--- src/rtl/clock_gate_pkg.sv ---
// Shared defaults for the clock-gated register: data width, activity counter width
// and the counter saturation value for the default counter width.
package clock_gate_pkg;

  localparam int unsigned DEF_WIDTH = 1;
  localparam int unsigned DEF_CNT_W = 8;
  localparam int unsigned CNT_MAX   = (1 << DEF_CNT_W) - 1;

endpackage

--- src/rtl/clock_gate_reg_if.sv ---
// Signal bundle of the clock-gated register. The master drives en/d (and test_en
// when CLOCK_GATE_TEST_EN is defined); the slave returns q, gclk and act_cnt.
interface clock_gate_reg_if
  import clock_gate_pkg::*;
#(
  parameter int WIDTH = DEF_WIDTH,
  parameter int CNT_W = DEF_CNT_W
);

  // No handshake: en is a level that qualifies clk edges. d is captured on each
  // passed edge, and q and act_cnt change only on those edges.
  logic             en;
  logic [WIDTH-1:0] d;
  logic [WIDTH-1:0] q;
  logic             gclk;
  logic [CNT_W-1:0] act_cnt;
`ifdef CLOCK_GATE_TEST_EN
  logic             test_en;

  modport master (output en, output d, output test_en,
                  input q, input gclk, input act_cnt);
  modport slave  (input en, input d, input test_en,
                  output q, output gclk, output act_cnt);
`else
  modport master (output en, output d,
                  input q, input gclk, input act_cnt);
  modport slave  (input en, input d,
                  output q, output gclk, output act_cnt);
`endif

endinterface

--- src/rtl/clock_gate_reg_icg_cell.sv ---
// Latch-based integrated clock gate. The enable is captured while clk is low and
// held while clk is high, so the gated pulse can never be cut short or glitch.
module icg_cell (
  input  logic clk,
  input  logic rst,
  input  logic en_in,
  output logic gclk
);

  logic r_en_lat;

  always_latch begin
    if (rst)
      r_en_lat <= 1'b0;
    else if (!clk)
      r_en_lat <= en_in;
  end

  assign gclk = clk & r_en_lat;

endmodule

--- src/rtl/clock_gate_reg.sv ---
// Data register and saturating activity counter clocked by a latch-gated clock.
// Optional macro CLOCK_GATE_TEST_EN adds a test_en override that forces the gate open.
module clock_gate_reg
  import clock_gate_pkg::*;
#(
  parameter int WIDTH = DEF_WIDTH,
  parameter int CNT_W = DEF_CNT_W
) (
  input  logic             clk,
  input  logic             rst,
  clock_gate_reg_if.slave  bus
);

  localparam logic [CNT_W-1:0] LP_CNT_MAX = {CNT_W{1'b1}};

  logic             w_en_in;
  logic             w_gclk;
  logic [WIDTH-1:0] r_q;
  logic [CNT_W-1:0] r_act_cnt;

`ifdef CLOCK_GATE_TEST_EN
  assign w_en_in = bus.en | bus.test_en;
`else
  assign w_en_in = bus.en;
`endif

  icg_cell u_icg (
    .clk   (clk),
    .rst   (rst),
    .en_in (w_en_in),
    .gclk  (w_gclk)
  );

  // Counter holds at all-ones rather than wrapping.
  always_ff @(posedge w_gclk or posedge rst) begin
    if (rst) begin
      r_q       <= '0;
      r_act_cnt <= '0;
    end else begin
      r_q <= bus.d;
      if (r_act_cnt != LP_CNT_MAX)
        r_act_cnt <= r_act_cnt + 1'b1;
    end
  end

  assign bus.q       = r_q;
  assign bus.gclk    = w_gclk;
  assign bus.act_cnt = r_act_cnt;

endmodule

--- src/flat_wrapper.sv ---
// flat-port wrapper written by rule: the top's interface ports become plain ports
module clock_gate_reg_flat import clock_gate_pkg::*;
#(
  parameter int WIDTH = DEF_WIDTH,
  parameter int CNT_W = DEF_CNT_W
)
  (clk, rst, bus_en, bus_d, bus_q, bus_gclk, bus_act_cnt);
  clock_gate_reg_if #(.WIDTH(WIDTH), .CNT_W(CNT_W)) bus_i ();
  input  logic clk;
  input  logic rst;
  input wire logic [$bits(bus_i.en)-1:0] bus_en;
  input wire logic [$bits(bus_i.d)-1:0] bus_d;
  output wire logic [$bits(bus_i.q)-1:0] bus_q;
  output wire logic [$bits(bus_i.gclk)-1:0] bus_gclk;
  output wire logic [$bits(bus_i.act_cnt)-1:0] bus_act_cnt;
  assign bus_i.en = bus_en;
  assign bus_i.d = bus_d;
  assign bus_q = bus_i.q;
  assign bus_gclk = bus_i.gclk;
  assign bus_act_cnt = bus_i.act_cnt;
  clock_gate_reg #(.WIDTH(WIDTH), .CNT_W(CNT_W)) u_core (.clk(clk), .rst(rst), .bus(bus_i));
endmodule
--- config.mk ---
export PLATFORM = sky130hd
export DESIGN_NAME = clock_gate_reg_flat
export DESIGN_NICKNAME = d
export VERILOG_FILES = /design/src/rtl/clock_gate_pkg.sv /design/src/rtl/clock_gate_reg_if.sv /design/src/rtl/clock_gate_reg_icg_cell.sv /design/src/rtl/clock_gate_reg.sv /design/src/flat_wrapper.sv
export SDC_FILE = /design/constraint.sdc
export NUM_CORES = 1
export LEC_CHECK = 0
export CAP_MARGIN = 30
export CORE_AREA = 8 8 45 47
export DETAILED_ROUTE_END_ITERATION = 7
export DIE_AREA = 0 0 53 55
export GPL_TIMING_DRIVEN = 1
export SLEW_MARGIN = 20
export SYNTH_ARGS = -nofsm -noshare
export SYNTH_HDL_FRONTEND = slang
export SYNTH_SLANG_ARGS = --single-unit
--- constraint.sdc ---
create_clock -name vclk -period 0.8
set_input_delay 0.16 -clock vclk [all_inputs]
set_output_delay 0.16 -clock vclk [all_outputs]
set_load 0.03 [all_outputs]
==> results.yml, run 1 <==
outcome:
  status: "finished clean"
critical_path:
  critPathKind: "input port to output port"
  path_max_fanout: 2
  cp-start-kind: "input port"
  end_kind: "output port"
  worstPathArrival_ps: 530
  cp.required_ps: 640
route:
  drt_pass1_iterations: 2
  ant_nets: 0
  wl_um: 926
  vias: 360
  viasPerCell: 4.93
  drt_iter0_drc: 2
  wire_per_inst_um: 12.7
  drc: 0
synth:
  synthCells: 43
  synth_compound_area_share_pct: 11.3
  synth_area_um2: 455
  synth_nets: 48
  yosys_register_bits: 10
  ys_types: 21
  netlist.area_leader.share_pct: 49.5
  synth.area.mux_share_pct: 5.77
  synthSimpleGateAreaFrac_pct: 22.3
  synth_xor_area_share_pct: 1.92
  synth_area_leaders: "dfrtp_1 49%, a21oi_1 5.5%, and4_4 4.9%, a31oi_1 4.1%, nand2_1 4.1%"
  synth_top_family_by_area: "simple AND/OR/NAND/NOR gates"
  yosys.area.top_type: "dfrtp_1"
  yosys_warnings: 0
  synth_fa_ha_area_share_pct: 2.75
  avgSynthCellArea_um2: 10.6
timing:
  hold_ws_ps: 675
  finalCritPeriodShare_pct: 86.9
  hold_viol_final: 0
  maxSlewViolCount: 0
  setup_ws_ps: 105
  fmax_mhz: 1440
  slew_headroom_pct: 76.1
  worst_slew_pin_slew_ps: 359
  untimed_endpoints: 19
  period_minus_slack_ps: 695
  rsz0062_at_grt: "false"
  unclocked_regs: 10
  finalSetupTns_ps: 0
  setup_viol: 0
final_layout:
  postLayoutCoreUtil_pct: 44.1
  num_antenna_cells: 0
  layout-drive-gt1-share_pct: 15.8
  nNetsFinal: 64
  syn_to_final_growth_pct: 34.1
placement:
  dp_slack_ps: -303
  io_buffers: 14
  hpwl_um: 746
  globalplace.congestion: 0.710
hold_path:
  hold_path_class: "input port to output port"
  hold_depth: 3
die:
  coreArea_um2: 1380
  placementRows: 14
  io_pins: 14
  die_x_um: 53
  dieArea_um2: 2920
  fp.dieH_um: 55
  start_util_pct: 32.9
grt:
  grt_pass1_wl_mm: 1.60
  grt_max_degree: 11
  antenna_found_initial: 0
  track_usage_pct: 6.88
  grt-ovfl-total: 0
  grt_pass1_vias: 357
power:
  power.density_nw_per_um2: 112
  vdd_ir_drop_max_uv: 98.5
  p_leak_nw: 0.270
run:
  maxCapViolations: 0
clock_tree:
  holdBufCountCts: 0
  post_cts_buffers: 0
cell families after synthesis:
| family | Yosys count |
|---|---|
| muxes | 2 |
| AOI/OAI and AO/OA | 9 |
| and+or+nand+nor | 18 |
| xor gates and xnor gates | 1 |
| latches | 1 |
| adders and majority gates | 1 |
| DFF | 9 |
| buffers and inverters | 2 |
final timing paths:
kind	startpoint	slack, ps	end
min	clk	670	bus_gclk
max	clk	110	bus_gclk
power by group:
| group | total (mW) | switching, mW | leakage [nW] | internal, mW |
|---|---|---|---|---|
| Combinational | 0.0489 | 0.0240 | 0.154 | 0.0249 |
| Clock | 0 | 0 | 0 | 0 |
| Sequential | 0.0195 | 0.000827 | 0.116 | 0.0186 |
| Total | 0.0684 | 0.0248 | 0.270 | 0.0435 |
placed cells by master, fill, tap and decap left out, types with 2 or more instances in the layout:
| cell type | count |
|---|---|
| clkdlybuf4s50_1 | 12 |
| nand2_1 | 5 |
| and2_4 | 2 |
| and4_4 | 2 |
| a21oi_1 | 5 |
| nor2_1 | 4 |
| a31oi_1 | 3 |
| dfrtp_1 | 9 |
synthesized netlist by cell type:
cell	n
dfrtp_1	9
a21oi_1	5
nand2_1	5
nor2_1	4
a31oi_1	3
and4_4	2
a21boi_0	1
and2_1	1
and2_4	1
and3_2	1
buf_6	1
dlxtp_1	1
ha_1	1
inv_1	1
mux2_1	1
mux2_4	1
nand3_1	1
nand4_1	1
nor2b_1	1
nor3_1	1
xnor2_1	1
per-layer routing:
layer	GRT usage, %	up-vias	share of wire [%]	wire (um)
met5	0	-	0	0
met4	0	0	0	0
met3	0.535	0	4.6	43
met2	12.9	5	52	480
met1	8.84	172	43	402
li1	-	183	-	-
through the flow:
stage          power (mW)  instances  cell area [um2]
3_5_place_dp       0.0696         73              609
5_1_grt            0.0748         73              611
2_1_floorplan      0.0372         43              455
3_3_place_gp       0.0694         73              609
4_1_cts            0.0715         73              616
6_report           0.0684         73              611
area by class of cell:
type | count | area [um2]
Sequential cell | 10 | 240
Multi-Input combinational cell | 31 | 203
Timing Repair Buffer | 15 | 144
Fill cell | 158 | 773
Inverter | 1 | 3.75
Tap cell | 16 | 20.0
sequential cells by signal (all words and copies together), names as in the netlist:
name,count
u_core.bus.act_cnt,8
u_core.u_icg.r_en_lat,1
u_core.bus.q,1
timing repair:
action,CTS,global route
gates resized for setup,4,1
cloned,0,0
pin swaps,1,1
setup endpoints to repair,1,1
critical path: stages:
cell      delay, ps
clkbuf_2         90
and2_4          150
buf_6           130
Note: power is estimated with default switching activity, not from simulation.
==> run 2: changes to the inputs <==
- SLEW_MARGIN: 20 -> 0
==> results of run 2 <==
The final DEF is identical to that of run 1; final timing and power are the same.
==> run 3: changes to the inputs <==
- SKIP_LAST_GASP: unset -> 1
==> results of run 3 <==
The final DEF is identical to that of run 1; final timing and power are the same.
